### src/rtl/bcd_display_scanner.sv
// bcd_display_scanner
//   Latches four BCD digits into a shadow register on a load strobe and scans
//   them onto a common-segment 4-digit 7-segment display. Each digit gets one
//   refresh slot of REFRESH_DIV cycles. All anodes are held off for the first
//   BLANK_CYC cycles of each slot to suppress ghosting. Leading zeros can
//   optionally be blanked.
//
//   Optional feature macro: DISP_DP_EN. When it is defined, the block adds a
//   per-digit decimal-point mask input and a dp output.
//
// Ports
//   clk          system clock
//   reset        synchronous, active-high reset (highest priority)
//   ones..thousands  BCD digit inputs, sampled only when load=1
//   load         single-cycle capture strobe for the shadow register
//   blank_lz     1 = blank leading zeros
//   dp_mask      (DISP_DP_EN) per-digit decimal-point enable, captured on load
//   seg          segments {g,f,e,d,c,b,a}, registered, polarity SEG_ACTIVE_LOW
//   dp           (DISP_DP_EN) decimal point, registered, polarity SEG_ACTIVE_LOW
//   an           digit anodes (an[0]=ones), registered, polarity AN_ACTIVE_LOW
//   digit_sel    slot currently being scanned
//   frame_done   one-cycle pulse on the slot 3 -> 0 wrap
module bcd_display_scanner #(
  parameter int REFRESH_DIV    = 50000,
  parameter int BLANK_CYC      = 16,
  parameter bit SEG_ACTIVE_LOW = 1'b1,
  parameter bit AN_ACTIVE_LOW  = 1'b1
) (
  input  logic       clk,
  input  logic       reset,
  input  logic [3:0] ones,
  input  logic [3:0] tens,
  input  logic [3:0] hundreds,
  input  logic [3:0] thousands,
  input  logic       load,
  input  logic       blank_lz,
`ifdef DISP_DP_EN
  input  logic [3:0] dp_mask,
  output logic       dp,
`endif
  output logic [6:0] seg,
  output logic [3:0] an,
  output logic [1:0] digit_sel,
  output logic       frame_done
);

  localparam int            PW  = $clog2(REFRESH_DIV);
  localparam logic [PW-1:0] TC  = PW'(REFRESH_DIV - 1);
  localparam logic [PW-1:0] BLK = PW'(BLANK_CYC);

  function automatic logic [6:0] dec7(input logic [3:0] d);
    case (d)
      4'd0:    dec7 = 7'h3F;
      4'd1:    dec7 = 7'h06;
      4'd2:    dec7 = 7'h5B;
      4'd3:    dec7 = 7'h4F;
      4'd4:    dec7 = 7'h66;
      4'd5:    dec7 = 7'h6D;
      4'd6:    dec7 = 7'h7D;
      4'd7:    dec7 = 7'h07;
      4'd8:    dec7 = 7'h7F;
      4'd9:    dec7 = 7'h6F;
      default: dec7 = 7'h79;  // non-BCD shows "E"
    endcase
  endfunction

  logic [PW-1:0]   cnt_q, cnt_d;
  logic [1:0]      sel_q, sel_d;
  logic            fd_q, fd_d;
  logic [3:0][3:0] shd_q, shd_d;  // [0]=ones .. [3]=thousands
  logic [6:0]      seg_q, seg_d;
  logic [3:0]      an_q, an_d;
  logic            tc, guard, act;
  logic [3:0]      lzb;           // per-digit leading-zero blank
`ifdef DISP_DP_EN
  logic [3:0]      dpm_q, dpm_d;
  logic            dp_q, dp_d;
`endif

  always_comb begin
    tc    = (cnt_q == TC);
    cnt_d = tc ? '0 : cnt_q + 1'b1;
    sel_d = tc ? sel_q + 2'd1 : sel_q;
    fd_d  = tc && (sel_q == 2'd3);
    shd_d = load ? {thousands, hundreds, tens, ones} : shd_q;
`ifdef DISP_DP_EN
    dpm_d = load ? dp_mask : dpm_q;
`endif

    // A digit is blanked only if it and every digit above it is zero. Invalid
    // codes are nonzero, so they break the chain. Ones is never blanked.
    lzb    = 4'b0000;
    lzb[3] = blank_lz && (shd_q[3] == 4'd0);
    for (int k = 2; k >= 1; k--)
      lzb[k] = lzb[k+1] && (shd_q[k] == 4'd0);

    guard = (cnt_q < BLK);
    act   = !guard && !lzb[sel_q];

    seg_d = (act ? dec7(shd_q[sel_q]) : 7'h00) ^ {7{SEG_ACTIVE_LOW}};
    an_d  = (act ? (4'b0001 << sel_q) : 4'b0000) ^ {4{AN_ACTIVE_LOW}};
`ifdef DISP_DP_EN
    dp_d  = (!guard && dpm_q[sel_q]) ^ SEG_ACTIVE_LOW;
`endif
  end

  always_ff @(posedge clk) begin
    if (reset) begin
      cnt_q <= '0;
      sel_q <= 2'd0;
      fd_q  <= 1'b0;
      shd_q <= '0;
      seg_q <= {7{SEG_ACTIVE_LOW}};
      an_q  <= {4{AN_ACTIVE_LOW}};
`ifdef DISP_DP_EN
      dpm_q <= 4'b0000;
      dp_q  <= SEG_ACTIVE_LOW;
`endif
    end else begin
      cnt_q <= cnt_d;
      sel_q <= sel_d;
      fd_q  <= fd_d;
      shd_q <= shd_d;
      seg_q <= seg_d;
      an_q  <= an_d;
`ifdef DISP_DP_EN
      dpm_q <= dpm_d;
      dp_q  <= dp_d;
`endif
    end
  end

  assign seg        = seg_q;
  assign an         = an_q;
  assign digit_sel  = sel_q;
  assign frame_done = fd_q;
`ifdef DISP_DP_EN
  assign dp         = dp_q;
`endif

endmodule

### config.mk
export PLATFORM = sky130hd
export DESIGN_NAME = bcd_display_scanner
export DESIGN_NICKNAME = d
export VERILOG_FILES = /design/src/rtl/bcd_display_scanner.sv
export SDC_FILE = /design/constraint.sdc
export NUM_CORES = 1
export LEC_CHECK = 0
export CAP_MARGIN = 20
export CORE_MARGIN = 1.5
export CORE_UTILIZATION = 40
export CTS_CLUSTER_DIAMETER = 50
export DETAILED_ROUTE_END_ITERATION = 12
export HOLD_SLACK_MARGIN = 0.06
export PLACE_DENSITY = 0.67
export SYNTH_ARGS = -nofsm -noshare
export SYNTH_HDL_FRONTEND = slang
export SYNTH_SLANG_ARGS = --single-unit
### constraint.sdc
create_clock -name clk -period 3.05 [get_ports clk]
set_input_delay 0.61 -clock clk [delete_from_list [all_inputs] [get_ports clk]]
set_output_delay 0.61 -clock clk [all_outputs]
set_load 0.05 [all_outputs]
==> results.json <==
{
  "outcome": "finished clean",
  "cts_tree": "yes",
  "post_cts_buffers": 0,
  "drc": 0,
  "power.density_nw_per_um2": 441,
  "final.setup.worst_slack_ns": 0.623,
  "ys_seq_area_share_pct": 45.6,
  "crit_type": "reg2out",
  "worst_slew_pin_slew_ns": 0.775,
  "ys_top_cells_by_area": "dfxtp_1 (46%), mux2i_1 (8.4%), nor2_1 (6.3%), ha_1 (6.2%), mux4_2 (4.5%)",
  "grt_overflow_total": 0,
  "slowest_delay_ns": 0.89,
  "hold_violations": 0,
  "syn2layout_area_growth_pct": 24.1,
  "drtIter0Drc": 80,
  "path_cells": "clkdlybuf4s50_1",
  "setup-violations-final": 0,
  "cts_num_sinks": 46,
  "cts.root.buffer_cell": "clkbuf_8",
  "vias_per_cell": 4.88,
  "port_buffers": 33,
  "cts_hold_buffers": 0,
  "cp-end-kind": "primary output",
  "cts_resized": 0,
  "worstPathArrival_ns": 1.82,
  "period_share_pct": 79.6,
  "internal_power_mw": 0.855,
  "ant_nets": 0,
  "dp_hpwl_mm": 2.77,
  "max_freq_ghz": 0.412,
  "setup_tns_ns": 0,
  "antennaDiodeCount": 0,
  "first_pass_iters": 4,
  "crit_buf_inv": 1,
  "synth_cells": 207,
  "postSynthNetCount": 237,
  "timing.hold.ws_ns": 0.454,
  "die_w_um": 74.1,
  "h-tree-depth": 2,
  "drt-wirelength-per-cell_um": 12.2,
  "nNetsFinal": 270,
  "place_area_um2": 2410,
  "hold_class": "reg2reg",
  "crit_slowest_cell": "clkdlybuf4s50_1",
  "synth_top_area_cell": "dfxtp_1",
  "p_sw_share_pct": 22.6,
  "rsz0062_at_grt": "false",
  "grt_pass1_wl_mm": 6.56,
  "vias": 1502,
  "drv_cap": 0,
  "grt_max_degree": 22,
  "antenna_found_initial": 0,
  "ys_seq_elements": 46,
  "slew_headroom_pct": 48.1,
  "syn_area_per_cell_um2": 9.76,
  "power.switching_mw": 0.250,
  "skew_ns": 0.0103,
  "place.gp.congestion": 0.760,
  "drive_above_1_share_pct": 6.64,
  "yosysUniqueCellTypes": 33,
  "fin_crit_ns": 2.43,
  "stdcell_area_um2": 2510,
  "netlist_area_um2": 2020,
  "num_rows": 25,
  "dieArea_um2": 5490,
  "die_h_um": 74.1,
  "irDropWorstVdd_mv": 0.187,
  "synth_top_cell_area_share_pct": 45.6,
  "grt_pass1_vias": 1353,
  "cts.path.max_buffers": 2,
  "pwr-share-seq_pct": 56.7,
  "wl_mm": 3.75,
  "required_ns": 2.44,
  "fillers": 444,
  "core_area_um2": 4790,
  "multiInputGateArea_um2": 1030,
  "setup.worst_path.start_class": "flop",
  "insertion_delay_ns": 0.30,
  "io_pins": 34,
  "clk_pin_slew_ns": 0.09,
  "track_usage_pct": 15.5,
  "crit_fanout": 10,
  "power.leakage_nw": 0.964,
  "power_frac_comb_pct": 8.5,
  "slew_viol_final": 0,
  "clock_power_share_pct": 34.8,
  "path_delay_family": "buffers and inverters",
  "initial_utilization_pct": 42.2,
  "post-place-ws_ns": 0.704,
  "layout.area.seq_um2": 921,
  "yosysWarnings": 0,
  "cts_buffers": 5
}
[power by group through the flow]
stage / clock network [mW] / registers [mW] / logic, mW
after floorplan: 0 / 0.637 / 0.0590
after global placement: 0 / 0.641 / 0.0930
after detailed placement: 0 / 0.642 / 0.0948
after CTS: 0.408 / 0.627 / 0.0951
after global routing: 0.431 / 0.630 / 0.105
final: 0.385 / 0.627 / 0.0940
[metal layers]
layer  share of wire (%)  global-route usage, %  vias to the layer above
li1                    -                      -                      793
met1                  52                   22.2                      671
met2                  43                   22.2                       33
met3                 4.6                   4.74                        5
met4                0.80                   4.94                        0
met5                   0                      0                        -
[worst register-to-register path: cells and delay by family, from the launching register on]
kind / cells / cell delay (ns)
simple gates: 2 / 1.14
flops: 1 / 0.36
compound gates: 2 / 0.74
[final cells by class]
class	count	share of cell area (%)
Timing Repair Buffer	35	13.8
Clock buffer	7	3.44
Inverter	9	1.35
Tap cell	67	3.34
Clock inverter	1	0.349
Multi-Input combinational cell	143	41.0
Sequential cell	46	36.7
[layout by cell type, fill, tap and decap left out, types with 6 or more instances in the layout]
cell type	synthesis	layout
nand3_1	11	11
xor2_1	6	6
dfxtp_1	46	46
a21oi_1	8	8
clkdlybuf4s50_1	0	33
mux2i_1	17	17
clkbuf_8	0	6
inv_1	9	9
nor2_1	34	34
ha_1	10	10
[synth_stat cells]
library cell / number
a21oi_1: 8
and2_1: 2
and3b_1: 1
and4_1: 2
buf_4: 1
clkbuf_1: 8
dfxtp_1: 46
ha_1: 10
inv_1: 9
mux2i_1: 17
mux4_2: 4
nand2_1: 3
nand2b_1: 2
nand3_1: 11
nand4_1: 5
nor2_1: 34
nor2b_1: 1
nor3_1: 3
nor4_1: 2
nor4b_1: 1
o2111ai_1: 1
o211ai_1: 5
o21a_1: 1
o21ai_0: 5
o21ba_2: 1
o21bai_2: 1
o22ai_1: 1
o31ai_1: 1
or3_1: 4
or4_1: 5
or4_4: 1
xnor2_1: 5
xor2_1: 6
[flip-flops by register name, summed over array words and instances, names as in the netlist]
signal      cells
cnt_q          16
an              4
digit_sel       2
seg             7
shd_q          16
frame_done      1
[metrics by stage]
step	total power, mW	utilization (%)	std cells
after CTS	1.13	52.4	308
after global routing	1.17	52.4	308
after detailed placement	0.736	50.4	300
after floorplan	0.696	-	207
final	1.11	52.4	308
after global placement	0.734	50.4	300
[cells by family (layout without fill, tap and decap cells)]
kind of cell	count (synthesis)	after routing	synth area share [%]
muxes	21	21	12.9
DFF	46	46	45.6
adders and majority gates	10	10	6.19
buffers and inverters	18	52	3.53
xor gates and xnor gates	11	11	4.77
AOI/OAI and AO/OA	24	24	7.62
and+or+nand+nor	77	77	19.4
[worst paths after layout]
check	startpoint	to	slack, ns	cells past startpoint
setup / recovery	digit_sel[0]	digit_sel[0]	0.62	1
hold / removal	cnt_q[0]	cnt_q[0]	0.45	1
setup reg to reg	cnt_q[7]	cnt_q[14]	0.72	4
hold reg to reg	cnt_q[0]	cnt_q[0]	0.45	1
(Power assumes the default switching activity.)
